--- src/rtl/ex_operand_stage_if.sv ---
// Decode-to-execute operand bundle: decode inputs, forwarding taps and the
// registered ALU-side outputs of ex_operand_stage.
interface ex_operand_stage_if #(
    parameter int XLEN    = 32,
    parameter int NUM_FWD = 2,
    parameter int REG_AW  = 5
);
    logic                      valid_in;
    logic                      ready_in;
    logic [XLEN-1:0]           RD1D;
    logic [XLEN-1:0]           RD2D;
    logic [XLEN-1:0]           ImmExtD;
    logic [XLEN-1:0]           PCD;
    logic [REG_AW-1:0]         Rs1D;
    logic [REG_AW-1:0]         Rs2D;
    logic                      ALUSrcD;
    logic                      ALUSrcAD;
    logic [NUM_FWD-1:0]        fwd_we;
    logic [NUM_FWD*REG_AW-1:0] fwd_rd;
    logic [NUM_FWD*XLEN-1:0]   fwd_data;
    logic                      flush;
    logic                      valid_out;
    logic                      ready_out;
    logic [XLEN-1:0]           SrcAE;
    logic [XLEN-1:0]           SrcBE;
    logic [XLEN-1:0]           WriteDataE;

    // Drives decode/forwarding inputs and the ALU-side ready.
    modport master (
        output valid_in, RD1D, RD2D, ImmExtD, PCD, Rs1D, Rs2D,
               ALUSrcD, ALUSrcAD, fwd_we, fwd_rd, fwd_data, flush, ready_out,
        input  ready_in, valid_out, SrcAE, SrcBE, WriteDataE
    );

    // The operand stage itself.
    modport slave (
        input  valid_in, RD1D, RD2D, ImmExtD, PCD, Rs1D, Rs2D,
               ALUSrcD, ALUSrcAD, fwd_we, fwd_rd, fwd_data, flush, ready_out,
        output ready_in, valid_out, SrcAE, SrcBE, WriteDataE
    );
endinterface

--- src/rtl/ex_operand_stage.sv ---
// Execute operand stage: N-source forwarding, PC/immediate muxing and a one-entry
// ID/EX slot with valid/ready, stall and flush. Optional EXE_STALL_CNT_EN adds stall_cnt.
module ex_operand_stage #(
    parameter int XLEN    = 32,
    parameter int NUM_FWD = 2,
    parameter int REG_AW  = 5
) (
    input  logic                 clk,
    input  logic                 rst_n,
    ex_operand_stage_if.slave    bus
`ifdef EXE_STALL_CNT_EN
    ,
    output logic [31:0]          stall_cnt
`endif
);

    logic [REG_AW-1:0]  w_fwd_rd   [NUM_FWD];
    logic [XLEN-1:0]    w_fwd_data [NUM_FWD];
    logic [NUM_FWD-1:0] w_hit_a;
    logic [NUM_FWD-1:0] w_hit_b;
    logic [XLEN-1:0]    w_fwd_a;
    logic [XLEN-1:0]    w_fwd_b;
    logic [XLEN-1:0]    w_src_a;
    logic [XLEN-1:0]    w_src_b;
    logic               w_ready_in;
    logic               w_capture;

    logic               r_valid_out;
    logic [XLEN-1:0]    r_src_a;
    logic [XLEN-1:0]    r_src_b;
    logic [XLEN-1:0]    r_write_data;

    // x0 is hardwired, so a producer targeting it must never override RD.
    genvar gi;
    generate
        for (gi = 0; gi < NUM_FWD; gi++) begin : g_fwd
            assign w_fwd_rd[gi]   = bus.fwd_rd[gi*REG_AW +: REG_AW];
            assign w_fwd_data[gi] = bus.fwd_data[gi*XLEN +: XLEN];
            assign w_hit_a[gi]    = bus.fwd_we[gi] && (w_fwd_rd[gi] == bus.Rs1D)
                                    && (bus.Rs1D != '0);
            assign w_hit_b[gi]    = bus.fwd_we[gi] && (w_fwd_rd[gi] == bus.Rs2D)
                                    && (bus.Rs2D != '0);
        end
    endgenerate

    // Descending scan so the youngest (lowest index) match is applied last.
    always_comb begin
        w_fwd_a = bus.RD1D;
        w_fwd_b = bus.RD2D;
        for (int i = NUM_FWD - 1; i >= 0; i--) begin
            if (w_hit_a[i]) begin
                w_fwd_a = w_fwd_data[i];
            end
            if (w_hit_b[i]) begin
                w_fwd_b = w_fwd_data[i];
            end
        end
    end

    assign w_src_a    = bus.ALUSrcAD ? bus.PCD     : w_fwd_a;
    assign w_src_b    = bus.ALUSrcD  ? bus.ImmExtD : w_fwd_b;
    assign w_ready_in = !r_valid_out || bus.ready_out;
    assign w_capture  = bus.valid_in && w_ready_in;

    // Flush beats everything; an open slot either takes new data or drains.
    always_ff @(posedge clk or negedge rst_n) begin
        if (!rst_n) begin
            r_valid_out  <= 1'b0;
            r_src_a      <= '0;
            r_src_b      <= '0;
            r_write_data <= '0;
        end else if (bus.flush) begin
            r_valid_out  <= 1'b0;
        end else if (w_ready_in) begin
            r_valid_out  <= bus.valid_in;
            if (w_capture) begin
                r_src_a      <= w_src_a;
                r_src_b      <= w_src_b;
                r_write_data <= w_fwd_b;
            end
        end
    end

    assign bus.ready_in   = w_ready_in;
    assign bus.valid_out  = r_valid_out;
    assign bus.SrcAE      = r_src_a;
    assign bus.SrcBE      = r_src_b;
    assign bus.WriteDataE = r_write_data;

`ifdef EXE_STALL_CNT_EN
    logic        w_stall_evt;
    logic [31:0] r_stall_cnt;

    assign w_stall_evt = (r_valid_out && !bus.ready_out) || (bus.valid_in && !w_ready_in);

    // Saturating; only reset clears it, flush leaves it alone.
    always_ff @(posedge clk or negedge rst_n) begin
        if (!rst_n) begin
            r_stall_cnt <= '0;
        end else if (w_stall_evt && (r_stall_cnt != 32'hFFFF_FFFF)) begin
            r_stall_cnt <= r_stall_cnt + 32'd1;
        end
    end

    assign stall_cnt = r_stall_cnt;
`endif

endmodule

--- src/flat_wrapper.sv ---
// flat-port wrapper written by rule: the top's interface ports become plain ports
module ex_operand_stage_flat 
#(
    parameter int XLEN    = 32,
    parameter int NUM_FWD = 2,
    parameter int REG_AW  = 5
)
  (clk, rst_n, bus_valid_in, bus_RD1D, bus_RD2D, bus_ImmExtD, bus_PCD, bus_Rs1D, bus_Rs2D, bus_ALUSrcD, bus_ALUSrcAD, bus_fwd_we, bus_fwd_rd, bus_fwd_data, bus_flush, bus_ready_out, bus_ready_in, bus_valid_out, bus_SrcAE, bus_SrcBE, bus_WriteDataE);
  ex_operand_stage_if #(.XLEN(XLEN), .NUM_FWD(NUM_FWD), .REG_AW(REG_AW)) bus_i ();
  input  logic clk;
  input  logic rst_n;
  input wire logic [$bits(bus_i.valid_in)-1:0] bus_valid_in;
  input wire logic [$bits(bus_i.RD1D)-1:0] bus_RD1D;
  input wire logic [$bits(bus_i.RD2D)-1:0] bus_RD2D;
  input wire logic [$bits(bus_i.ImmExtD)-1:0] bus_ImmExtD;
  input wire logic [$bits(bus_i.PCD)-1:0] bus_PCD;
  input wire logic [$bits(bus_i.Rs1D)-1:0] bus_Rs1D;
  input wire logic [$bits(bus_i.Rs2D)-1:0] bus_Rs2D;
  input wire logic [$bits(bus_i.ALUSrcD)-1:0] bus_ALUSrcD;
  input wire logic [$bits(bus_i.ALUSrcAD)-1:0] bus_ALUSrcAD;
  input wire logic [$bits(bus_i.fwd_we)-1:0] bus_fwd_we;
  input wire logic [$bits(bus_i.fwd_rd)-1:0] bus_fwd_rd;
  input wire logic [$bits(bus_i.fwd_data)-1:0] bus_fwd_data;
  input wire logic [$bits(bus_i.flush)-1:0] bus_flush;
  input wire logic [$bits(bus_i.ready_out)-1:0] bus_ready_out;
  output wire logic [$bits(bus_i.ready_in)-1:0] bus_ready_in;
  output wire logic [$bits(bus_i.valid_out)-1:0] bus_valid_out;
  output wire logic [$bits(bus_i.SrcAE)-1:0] bus_SrcAE;
  output wire logic [$bits(bus_i.SrcBE)-1:0] bus_SrcBE;
  output wire logic [$bits(bus_i.WriteDataE)-1:0] bus_WriteDataE;
  assign bus_i.valid_in = bus_valid_in;
  assign bus_i.RD1D = bus_RD1D;
  assign bus_i.RD2D = bus_RD2D;
  assign bus_i.ImmExtD = bus_ImmExtD;
  assign bus_i.PCD = bus_PCD;
  assign bus_i.Rs1D = bus_Rs1D;
  assign bus_i.Rs2D = bus_Rs2D;
  assign bus_i.ALUSrcD = bus_ALUSrcD;
  assign bus_i.ALUSrcAD = bus_ALUSrcAD;
  assign bus_i.fwd_we = bus_fwd_we;
  assign bus_i.fwd_rd = bus_fwd_rd;
  assign bus_i.fwd_data = bus_fwd_data;
  assign bus_i.flush = bus_flush;
  assign bus_i.ready_out = bus_ready_out;
  assign bus_ready_in = bus_i.ready_in;
  assign bus_valid_out = bus_i.valid_out;
  assign bus_SrcAE = bus_i.SrcAE;
  assign bus_SrcBE = bus_i.SrcBE;
  assign bus_WriteDataE = bus_i.WriteDataE;
  ex_operand_stage #(.XLEN(XLEN), .NUM_FWD(NUM_FWD), .REG_AW(REG_AW)) u_core (.clk(clk), .rst_n(rst_n), .bus(bus_i));
endmodule
--- config.mk ---
export PLATFORM = sky130hd
export DESIGN_NAME = ex_operand_stage_flat
export DESIGN_NICKNAME = d
export VERILOG_FILES = /design/src/rtl/ex_operand_stage_if.sv /design/src/rtl/ex_operand_stage.sv /design/src/flat_wrapper.sv
export SDC_FILE = /design/constraint.sdc
export NUM_CORES = 1
export LEC_CHECK = 0
export BUFFER_PORTS_ARGS = -buffer_cell sky130_fd_sc_hd__buf_2
export CORE_AREA = 2 2 124 126
export CTS_CLUSTER_DIAMETER = 30
export CTS_CLUSTER_SIZE = 14
export DETAILED_ROUTE_END_ITERATION = 12
export DIE_AREA = 0 0 126 128
export GPL_TIMING_DRIVEN = 0
export MAX_ROUTING_LAYER = met4
export PLACE_DENSITY = 0.76
export SETUP_SLACK_MARGIN = 0.05
export SYNTH_ARGS = -nofsm -noshare
export SYNTH_HDL_FRONTEND = slang
export SYNTH_SLANG_ARGS = --single-unit
--- constraint.sdc ---
create_clock -name clk -period 1.4 [get_ports clk]
set_input_delay 0.07 -clock clk [delete_from_list [all_inputs] [get_ports clk]]
set_output_delay 0.07 -clock clk [all_outputs]
set_load 0.01 [all_outputs]
==> results of run 1 <==
-- cell families after synthesis --
family / Yosys count / share of synthesized area, %
buffers and inverters: 92 / 7.23
flip-flops: 97 / 40.8
AND/OR/NAND/NOR: 185 / 16.6
multiplexers: 32 / 5.38
XOR/XNOR: 20 / 3.07
AO/OA/AOI/OAI: 193 / 26.9
-- power breakdown --
part	internal, mW	switching (mW)
Combinational	1.47	1.61
Sequential	3.27	0.330
Clock	1.64	1.19
Total	6.38	3.13
-- registers in the layout (all words and copies together) (netlist names) --
| register | count |
|---|---|
| u_core.bus.SrcAE | 32 |
| u_core.bus.SrcBE | 32 |
| u_core.bus.WriteDataE | 32 |
| u_core.bus.valid_out | 1 |
-- layer usage --
metal	vias to the layer above	wire length (µm)	part of all wire, %	track usage (%)
met5	-	0	0	-
met4	0	1080	4.2	13.7
met3	82	1660	6.5	4.26
met2	359	12300	48	50.5
met1	3255	10500	41	39.5
li1	3028	-	-	-
-- synthesized netlist by cell type --
cell	count
sky130_fd_sc_hd__buf_4	5
sky130_fd_sc_hd__nor2_1	38
sky130_fd_sc_hd__or4_1	1
sky130_fd_sc_hd__or3_1	1
sky130_fd_sc_hd__nor3b_1	1
sky130_fd_sc_hd__nor4_1	1
sky130_fd_sc_hd__nand4_1	4
sky130_fd_sc_hd__clkbuf_4	2
sky130_fd_sc_hd__mux2i_1	32
sky130_fd_sc_hd__dfrtp_1	97
sky130_fd_sc_hd__a221oi_1	2
sky130_fd_sc_hd__xnor2_2	1
sky130_fd_sc_hd__buf_6	5
sky130_fd_sc_hd__o31ai_2	4
sky130_fd_sc_hd__o211ai_2	1
sky130_fd_sc_hd__xnor2_1	17
sky130_fd_sc_hd__nor3_2	1
sky130_fd_sc_hd__nor2_2	1
sky130_fd_sc_hd__a221oi_4	2
sky130_fd_sc_hd__or4_4	1
sky130_fd_sc_hd__buf_1	3
sky130_fd_sc_hd__buf_12	1
sky130_fd_sc_hd__clkbuf_1	39
sky130_fd_sc_hd__nor2b_1	1
sky130_fd_sc_hd__a221oi_2	28
sky130_fd_sc_hd__o31ai_1	60
sky130_fd_sc_hd__xor2_1	2
sky130_fd_sc_hd__nand3b_1	1
sky130_fd_sc_hd__nand2_1	35
sky130_fd_sc_hd__nand2b_1	2
sky130_fd_sc_hd__a21oi_1	64
sky130_fd_sc_hd__o221ai_1	32
sky130_fd_sc_hd__buf_2	4
sky130_fd_sc_hd__or2_1	1
sky130_fd_sc_hd__and3_1	96
sky130_fd_sc_hd__inv_1	33
-- final timing paths --
path / from / end / slack [ps] / cells after the start
setup / recovery: u_core.bus.valid_out / u_core.bus.SrcAE[29] / -190 / 8
hold / removal: bus_RD1D[16] / u_core.bus.SrcAE[16] / 7 / 3
setup reg to reg: u_core.bus.valid_out / u_core.bus.SrcAE[29] / -190 / 8
hold reg to reg: u_core.bus.WriteDataE[12] / u_core.bus.WriteDataE[12] / 480 / 2
max in group asynchronous: rst_n / u_core.bus.SrcBE[13] / 450 / 3
min in group asynchronous: rst_n / u_core.bus.SrcAE[27] / 240 / 2
-- stage by stage --
stage               total power [mW]  hold slack, ps  cells  cell area [µm²]
floorplan                       4.99            -226    619             6590
global placement                6.23             262   1125             8410
detailed placement              6.29            96.2   1126             8440
CTS                             9.24           0.443   1153             9240
global route                    9.88            21.2   1158             9730
finish                          9.50            6.87   1158             9730
-- final cells by class --
cell class | count | area, µm² | share of cell area, %
antenna | 1 | 2.50 | 0.0257
buffer | 59 | 756 | 7.77
clock buffer | 11 | 243 | 2.50
clock inverter | 5 | 86.3 | 0.888
inverter | 33 | 124 | 1.27
multi-input combinational | 430 | 4030 | 41.4
sequential | 97 | 2430 | 25.0
tap | 188 | 235 | 2.42
timing repair buffer | 334 | 1820 | 18.7
-- worst max-delay path, delay by kind of cell (launching register included) --
kind | cells | cell delay (ps)
compound gates | 1 | 170
flops | 1 | 380
buf+inv | 3 | 420
simple gates | 4 | 520
-- timing repair --
item                                   CTS  global route
hold buffers                             3             0
gates cloned                             3             2
gates resized for setup                 69            87
buffers inserted                         5             2
setup endpoints to repair               96            97
endpoints found under the hold margin   42             0
pin swaps                                1             5
==> results.md, run 1 <==
- At the worst endpoint, the required time is 1660 ps.
- After the last flow step, the layout net total stands at 1185.
- The worst supply voltage drop on vdd is 544 µV.
- 319 I/O pins were placed.
- The top cell type's share of synthesized area is 40.8%.
- The floorplan die area is 16100 µm².
- The later-pin clock latency in the skew report is 350 ps.
- The average vias per placed instance is 5.81.
- The post-detailed-route wirelength per cell is 22.1 µm.
- The cell with the largest stage delay on the worst path is sky130_fd_sc_hd__dfrtp_1.
- Across every metal layer, demand over resource in global routing totals 31.3%.
- The row count is 45.
- Setup total negative slack on the finished layout was measured at -12480 ps.
- The post-detailed-placement half-perimeter wirelength is 18.7 mm.
- The number of CTS-inserted buffers is 9.
- The checks that failed: negative setup slack.
- For this block, the routed nets add up to 25.6 mm of wire.
- The largest single stage delay on the critical path is 380 ps.
- Across the run, the number of max-cap violations was 0.
- The leakage dissipation is 4.69 nW.
- In this run the worst hold path is classified as input pin to register.
- Headroom to the max-slew limit came out at 49.9%.
- The maximum count of clock buffers along a single path is 2.
- The final critical-path setup slack is -194 ps.
- Measured along the x axis, the die boundary spans 126 µm.
- The flip-flop and latch count after synthesis is 97.
- Leaving out fill and tap cells, the most frequent cell in the layout is sky130_fd_sc_hd__buf_2.
- STA puts the critical path data arrival time at 1860 ps.
- The number of input and output port buffers inserted is 318.
- The final-report hold violation count is 0.
- The cell sitting at the root of the clock tree is a sky130_fd_sc_hd__clkbuf_16.
- The global-route wire length before repair is 37.8 mm.
- The CTS sink count is 97.
- The total number of yosys warnings is 0.
- On the final layout, the worst clock skew is 6.54 ps.
- The power per standard cell area is 977 nW/µm².
- Subtracting the final worst setup slack from the clock period gives 1590 ps.
- The number of H-tree levels is 3.
- The top cell types in the final layout, fill and taps aside, are 317 x sky130_fd_sc_hd__buf_2, 97 x sky130_fd_sc_hd__dfrtp_1, 78 x sky130_fd_sc_hd__and3_1.
- The number of detailed-routing iterations run before antenna repair is 5.
- The detailed-route via count is 6724.
- The synthesized instance count is 619.
- The distinct cell type count of the synthesized netlist is 36.
- The sequential area share after synthesis is 40.8%.
- The flow ran to the end, but the final reports show violations.
- The pin count of the biggest net entering global routing is 58.
- The clock-pin slew on the worst setup and hold paths is 80 ps.
- In the final layout, the share of cells above drive strength 1 is 60.8%.
- The DRC violations left is 0.
- The final weighted congestion in routability-driven placement is 0.937.
- The worst setup slack before clock tree synthesis is -478 ps.
- Synthesis produced a netlist with a net count of 840.
- The DRC violation total after the first TritonRoute iteration is 521.
- The layout overhead on the synthesized area is 63.4%.
- Of all cell types, the one taking the most synthesized area is sky130_fd_sc_hd__dfrtp_1.
- The setup path with the least slack is of type register to register.
- TritonCTS built the clock tree.
- The initial antenna violation count came to 1.
- The number of max-slew violations in the final report is 0.
- In this run the worst path has a maximum fanout of 10.
- For this run, the share of the core covered by cells in the final layout is 65.4%.
- The number of inserted filler cells in the final layout is 1211.
- The transition time at the pin with the least slew margin is 751 ps.
- The share of the clock period used by the worst path is 114%.
- STA classifies the critical path startpoint as a register.
- The netlist area before placement is 5950 µm².
- The mean cell area of the mapped netlist is 9.62 µm².
- The via count of the first global-routing pass is 6843.
- Setup repair after global routing could not meet its margin everywhere.
- The total area inside the core boundary comes to 14900 µm².
- The achievable clock frequency is 0.628 GHz.
- Setup violations remaining at the end of the flow were counted as 96.
- For this configuration, the core starts out at a cell density of 40.0%.
- The die height is 128 µm.
- After synthesis, the cell types taking the most area are sky130_fd_sc_hd__dfrtp_1 41%, sky130_fd_sc_hd__and3_1 10%, sky130_fd_sc_hd__o31ai_1 7.6%.
- The total global routing overflow is 0.
- The count of nets left with antenna violations once routing finished came out at 0.
- Walking the worst path, the cells encountered are nor2b_4, inv_2, nand3b_1, buf_6, nor2_4, nand2_8, buf_12, o221ai_2.
- The kind of end point of the critical path is a register.
No activity file was read; power rests on OpenSTA's default activity.
==> inputs of run 2 (changes only) <==
- PLACE_DENSITY: 0.76 -> 0.73
- clock period: 1.4 -> 1.58 ns (I/O delays scaled with it)
==> run 2 against run 1 <==
The run still ends with negative setup slack left. Routed wire length up 1.5%. Sequential cell count unchanged. Clock power down 15%. First-iteration DRC count down 7.9%. Sequential power down 12%. Utilization down 1.1 points. Via count up 0.42%. Critical path depth unchanged. Combinational power down 12%. Non-clock buffer count down 5.
==> results.md, run 2 (synthesized netlist as in run 1, its figures left out) <==
- The most common cell after layout, fill and taps aside is sky130_fd_sc_hd__buf_2.
- The minimum clock period after layout is 1620 ps (+21.6 ps).
- The global router's overall resource usage is 31.4% (+0.17 points).
- The I/O pin count came to 319 (unchanged).
- TritonCTS built the clock tree.
- The worst supply voltage drop on vdd is 593 µV (+9.1%).
- The post-detailed-routing wire length is 26.0 mm (+1.5%).
- The reported max-cap violation count was 0 (unchanged).
- The DRC violation total after the first TritonRoute iteration came to 480 (-7.9%).
- The number of nets in the layout is 1180 (-0.42%).
- The initial antenna violation count was 0 (-1).
- The worst endpoint data arrival time was 1830 ps (-30 ps).
- The cell that appears most often on the critical path is sky130_fd_sc_hd__clkbuf_16.
- The biggest cell delay along the critical path is 350 ps (-30 ps).
- The die height is 128 µm (unchanged).
- The average vias per placed instance was 5.87 (+1.0%).
- The pin count of the biggest net entering global routing came to 51 (-12%).
- The power per standard cell area was 866 nW/µm² (-11%).
- The clock-pin slew on the worst setup and hold paths is 70 ps (about the same).
- The total global routing overflow was 0 (unchanged).
- The share of final-layout standard cells stronger than drive strength 1 came to 59.1% (-1.7 points).
- The number of H-tree levels is 3 (unchanged).
- The total placed cells including tap cells is 1126 (unchanged).
- The signal on the critical path passes through nor2b_4, nor3b_2, buf_4, clkbuf_16, clkbuf_16, and3_4, a21oi_2, o221ai_2.
- The reported net switching power came to 2.69 mW (-14%).
- The final critical-path setup slack is -35.2 ps (+158 ps).
- The DRC violations left is 0 (unchanged).
- The tightest min-delay check is of the input pin to register type.
- The leakage dissipation is 4.55 nW (-2.9%).
- The number of input and output port buffers inserted came to 318 (unchanged).
- The type of the worst setup path is register to register.
- The kind of end point of the critical path is a register.
- The initial standard-cell utilization of the core is 40.0% (unchanged).
- The detailed-route via count is 6752 (+0.42%).
- The checks that failed: negative setup slack.
- The setup violation total in the final timing report was 5 (-95%).
- The master cell of the clock root buffer is sky130_fd_sc_hd__clkbuf_16.
- Setup repair after global routing could not meet its margin everywhere.
- The CTS sink count was 97 (unchanged).
- The worst slew margin relative to its limit was 54.3% (+4.4 points).
- The required time of the critical path is 1800 ps (+140 ps).
- The footprint of the flip-flops and latches is 2430 µm² (unchanged).
- The library cells used most frequently in the layout, excluding fill and tap cells, are 320 x sky130_fd_sc_hd__buf_2, 97 x sky130_fd_sc_hd__dfrtp_1, 59 x sky130_fd_sc_hd__and3_1.
- The floorplan core area was 14900 µm² (unchanged).
- The worst setup slack before clock tree synthesis was -553 ps (-74.8 ps).
- The cell with the largest stage delay on the worst path is sky130_fd_sc_hd__dfrtp_1.
- The maximum count of clock buffers along a single path is 2 (unchanged).
- The count of non-filler cells in the finished layout is 1151 (-0.60%).
- The number of CTS-inserted buffers is 9 (unchanged).
- The post-detailed-route wirelength per cell was 22.6 µm (+2.1%).
- The post-detailed-placement half-perimeter wirelength came to 18.3 mm (-1.7%).
- The transition time at the pin with the least slew margin came to 685 ps (-65.9 ps).
- The number of max-slew violations in the final report is 0 (unchanged).
- The number of detailed-routing iterations run before antenna repair is 5 (unchanged).
- The maximum net fanout on the critical path is 10 (unchanged).
- The footprint of the multi-input gates came to 4070 µm² (+1.1%).
- The internal power contribution came to 5.60 mW (-12%).
- The chip width is 126 µm (unchanged).
- The share of the clock period used by the worst path is 102% (-12 points).
- The sequential fraction of design power is 38.4% (+0.5 points).
- The fraction of power consumed by combinational cells is 32.6% (+0.2 points).
- The worst clock skew was 9.13 ps (+2.60 ps).
- The global-route wire length before repair came to 37.7 mm (-0.35%).
- The achievable clock frequency was 0.619 GHz (-1.3%).
- The area growth from synthesis to layout is 60.7%.
- The fraction of power spent switching nets came to 32.4% (-0.51 points).
- The final antenna-violating net count is 0 (unchanged).
- The clock share of power was 29.0% (-0.8 points).
- The floorplan die area was 16100 µm² (unchanged).
- The number of inserted filler cells in the final layout is 1242 (+2.6%).
- The via count of the first global-routing pass is 6782 (-0.89%).
- The category of the worst setup path launch point is a register.
- The final-report hold violation count was 0 (unchanged).
- The later-pin clock latency in the skew report is 350 ps (about the same).
- The final weighted congestion in routability-driven placement is 0.875 (-6.6%).
- The row count was 45 (unchanged).
- The flow ran to the end, but the final reports show violations.
- The antenna cell count is 0 (-1).
==> run 2: changes by cell type in the layout (fill, tap and decap cells not counted), sizes merged <==
cell,before,now
clkbuf,45,35
buf,356,362
inv,35,33
diode,1,0
==> run 2: through the flow <==
| stage | hold slack, ps | cell area, µm² | setup TNS (ps) | util [%] | power, mW |
|---|---|---|---|---|---|
| 4_1_cts | 20.3 | 8730 | -21.4 | 58.7 | 7.89 |
| 5_1_grt | 38.1 | 9570 | -2240 | 64.4 | 8.63 |
| 3_3_place_gp | 288 | 7810 | -107060 | 52.5 | 5.29 |
| 3_5_place_dp | 153 | 7840 | -42420 | 52.7 | 5.34 |
| 2_1_floorplan | -217 | 5980 | 0 | - | 4.21 |
| 6_report | 22.7 | 9570 | -100 | 64.4 | 8.29 |
==> run 2: path summary, 6_finish.rpt <==
path                                                   to  cells past startpoint                      start  slack, ps
worst max-delay path                 u_core.bus.SrcAE[28]                      8       u_core.bus.valid_out        -40
worst min-delay path                 u_core.bus.SrcAE[24]                      3               bus_RD1D[24]         20
worst max register to register       u_core.bus.SrcAE[28]                      8       u_core.bus.valid_out        -40
worst min register to register  u_core.bus.WriteDataE[28]                      2  u_core.bus.WriteDataE[28]        480
max in group asynchronous       u_core.bus.WriteDataE[13]                      3                      rst_n        520
min in group asynchronous        u_core.bus.WriteDataE[0]                      2                      rst_n        360
==> run 2: routing by layer <==
metal  track usage [%]  vias up  routed length [µm]
met2              53.8      342               13500
met5                 -        -                   0
met1              38.6     3341               10300
li1                  -     3018                   -
met3              3.59       51                1570
met4              11.4        0                 661
==> run 2: layout make-up <==
class	count	share of cell area, %
tap	188	2.46
clock buffer	12	2.58
multi-input combinational	430	42.6
clock inverter	3	0.680
timing repair buffer	329	17.9
sequential	97	25.4
inverter	33	1.29
buffer	59	7.13
==> run 2: what timing repair did <==
| action | in CTS | in global routing |
|---|---|---|
| hold endpoints to repair | 48 | 0 |
| resized for setup | 124 | 166 |
| setup endpoints to repair | 96 | 96 |
| hold buffers | 3 | 0 |
| setup buffers | 5 | 1 |
| pin swaps | 2 | 14 |
| gates cloned | 1 | 0 |
==> run 2: critical path, delay by kind of cell, from the launching register on <==
family / cells / cell delay (ps)
flops: 1 / 350
buf+inv: 3 / 490
compound gates: 2 / 240
simple gates: 3 / 400
==> run 2: power groups by stage <==
stage / Clock, mW / Sequential, mW / Combinational (mW)
after floorplan: 0 / 3.36 / 0.849
after global placement: 0 / 3.14 / 2.14
after detailed placement: 0 / 3.15 / 2.19
after CTS: 2.42 / 3.13 / 2.35
after global routing: 2.52 / 3.22 / 2.88
final: 2.40 / 3.18 / 2.70
==> inputs of run 3 (changes only) <==
- SKIP_CTS_REPAIR_TIMING: default -> 1
==> run 3 against run 2 <==
Sequential power about the same. Clock power about the same. Sequential share of layout area rose by 0.057 points. Register-to-register slack worse by 60 ps. Clock skew down 0.83 ps. Final cell count is 0.61% higher. Routed wire length rose by 2.3%. Non-clock buffer count up 7. Final area fell by 0.22%. Critical path depth unchanged. Highest routed layer unchanged. The flow still finishes with violations (negative setup slack).
==> results.md, run 3 (synthesized netlist as in run 1, its figures left out) <==
- The startpoint of the most critical register-to-register path is u_core.bus.valid_out.
- The number of CTS-inserted buffers came to 9 (unchanged).
- The leakage dissipation came to 4.65 nW (+2.2%).
- The worst setup slack for register-to-register paths is -90 ps (-60 ps).
- The number of logic stages on the critical path including buffering is 8 (unchanged).
- The die height is 128 µm (unchanged).
- The slowest stage of the critical path is the sky130_fd_sc_hd__dfrtp_1 cell.
- The critical path endpoint is u_core.bus.SrcAE[26].
- The post-detailed-placement half-perimeter wirelength is 18.3 mm (unchanged).
- The chip width came to 126 µm (unchanged).
- The type of the worst setup path is register to register.
- The total global routing overflow was 0 (unchanged).
- The critical hold path startpoint is bus_valid_in.
- The final weighted congestion in routability-driven placement is 0.875 (unchanged).
- The worst slew margin relative to its limit is 54.2% (-0.13 points).
- The path class of the tightest hold or removal check is input pin to register.
- The layout overhead on the synthesized area is 60.4%.
- The checks that failed: negative setup slack.
- The number of nets in the layout came to 1187 (+0.59%).
- The power per standard cell area is 865 nW/µm² (-0.17%).
- The pin count of the biggest net entering global routing is 51 (unchanged).
- Leaving out fill and tap cells, the most frequent cell in the layout is sky130_fd_sc_hd__buf_2.
- The required time of the critical path came to 1840 ps (+40 ps).
- The transition time at the pin with the least slew margin is 687 ps (+1.96 ps).
- Setup repair after global routing could not meet its margin everywhere.
- The signal on the critical path passes through nor2b_4, inv_2, nand3b_1, buf_6, nor2_4, nand2_8, clkbuf_16, o221ai_1.
- The antenna cell count is 0 (unchanged).
- The I/O pin count is 319 (unchanged).
- The category of the worst setup path launch point is a register.
- The path depth of the worst reg2reg path is 8 (unchanged).
- In the layout the commonest cells are 320 x sky130_fd_sc_hd__buf_2, 97 x sky130_fd_sc_hd__dfrtp_1, 93 x sky130_fd_sc_hd__and3_1.
- The critical path buffer and inverter count was 3 (unchanged).
- The number of detailed-routing iterations run before antenna repair is 5 (unchanged).
- The minimum clock period after layout is 1670 ps (+56.8 ps).
- The post-detailed-routing wire length is 26.6 mm (+2.3%).
- The CTS sink count is 97 (unchanged).
- The final antenna-violating net count was 0 (unchanged).
- The detailed-route via count came to 6779 (+0.40%).
- The number of inserted filler cells in the final layout is 1225 (-1.4%).
- The DRC violation total after the first TritonRoute iteration was 441 (-8.1%).
- The final critical-path setup slack is -92.0 ps (-56.8 ps).
- The achievable clock frequency is 0.598 GHz (-3.4%).
- The run finished, with violations left.
- The setup violation total in the final timing report is 42 (+37).
- The floorplan core area is 14900 µm² (unchanged).
- The share of the clock period used by the worst path was 106% (+3.6 points).
- The floorplan die area is 16100 µm² (unchanged).
- The kind of end point of the critical path is a register.
- The clock-pin slew on the worst setup and hold paths is 70 ps (about the same).
- The kind of cell adding the most delay to the critical path is simple AND/OR/NAND/NOR gates.
- The maximum count of clock buffers along a single path came to 2 (unchanged).
- The initial standard-cell utilization of the core is 40.0% (unchanged).
- The number of H-tree levels is 3 (unchanged).
- The number of max-slew violations in the final report is 0 (unchanged).
- The row count came to 45 (unchanged).
- The biggest cell delay along the critical path is 380 ps (+30 ps).
- The global-route wire length before repair is 36.8 mm (-2.4%).
- The share of final-layout standard cells stronger than drive strength 1 is 55.1% (-4.0 points).
- The critical path starts at u_core.bus.valid_out.
- The later-pin clock latency in the skew report is 350 ps (about the same).
- The worst register-to-register path ends at u_core.bus.SrcAE[26].
- The post-detailed-route wirelength per cell is 22.9 µm (+1.7%).
- The final sum of negative setup slack is -2050 ps (-1950 ps).
- The number of input and output port buffers inserted is 318 (unchanged).
- The maximum net fanout on the critical path is 8 (-2).
- The via count of the first global-routing pass came to 6596 (-2.7%).
- The master cell of the clock root buffer is sky130_fd_sc_hd__clkbuf_16.
- The global router's overall resource usage was 30.8% (-0.66 points).
- TritonCTS built the clock tree.
- The worst clock skew is 8.31 ps (-0.828 ps).
- The reported max-cap violation count is 0 (unchanged).
- The DRC violations left is 0 (unchanged).
- The final-report hold violation count is 0 (unchanged).
- The worst endpoint data arrival time came to 1930 ps (+100 ps).
- The average vias per placed instance is 5.85 (-0.21%).
- The initial antenna violation count came to 0 (unchanged).
- The worst setup slack before clock tree synthesis came to -553 ps (unchanged).
- The worst supply voltage drop on vdd is 609 µV (+2.6%).
==> run 3: worst register-to-register path, cell delays in order, from the launching register on <==
cell and delay [ps]:
sky130_fd_sc_hd__dfrtp_1 380, sky130_fd_sc_hd__nor2b_4 140, sky130_fd_sc_hd__inv_2 60, sky130_fd_sc_hd__nand3b_1 100, sky130_fd_sc_hd__buf_6 160, sky130_fd_sc_hd__nor2_4 210
sky130_fd_sc_hd__nand2_8 140, sky130_fd_sc_hd__clkbuf_16 230, sky130_fd_sc_hd__o221ai_1 170
==> run 3: power by group <==
group	switching, mW	internal [mW]
clock	0.974	1.42
combinational	1.44	1.25
sequential	0.266	2.90
==> run 3: per-stage QoR <==
stage	instance area (µm²)	util, %	power, mW	instances	hold WS (ps)
finish	9550	64.2	8.26	1158	13.7
CTS	8150	54.8	7.72	1141	-224
floorplan	5980	-	4.21	619	-217
global placement	7810	52.5	5.29	1125	288
detailed placement	7840	52.7	5.34	1126	153
global route	9550	64.2	8.60	1158	14.8
==> run 3: worst min-delay path by stage <==
stage,slack [ps],to,cells after the start
detailed placement,150,u_core.bus.SrcAE[29],1
global placement,290,u_core.bus.valid_out,2
CTS,-220,u_core.bus.WriteDataE[0],1
global route,10,u_core.bus.valid_out,3
floorplan,-220,u_core.bus.SrcAE[0],0
finish,10,u_core.bus.valid_out,3
==> run 3: area by class of cell <==
cell class | count | area, µm² | area share [%]
Buffer | 59 | 581 | 6.08
Clock buffer | 12 | 246 | 2.58
Clock inverter | 3 | 65.1 | 0.682
Inverter | 33 | 124 | 1.30
Multi-Input combinational cell | 430 | 4020 | 42.1
Sequential cell | 97 | 2430 | 25.4
Tap cell | 188 | 235 | 2.46
Timing Repair Buffer | 336 | 1850 | 19.4
==> run 3: layer usage <==
| metal | share of wire (%) | global-route usage, % | routed length (µm) |
|---|---|---|---|
| met1 | 40 | 38.6 | 10500 |
| met3 | 6.4 | 3.92 | 1700 |
| met4 | 2.6 | 10.2 | 680 |
| met5 | 0 | - | 0 |
| met2 | 51 | 51.9 | 13700 |
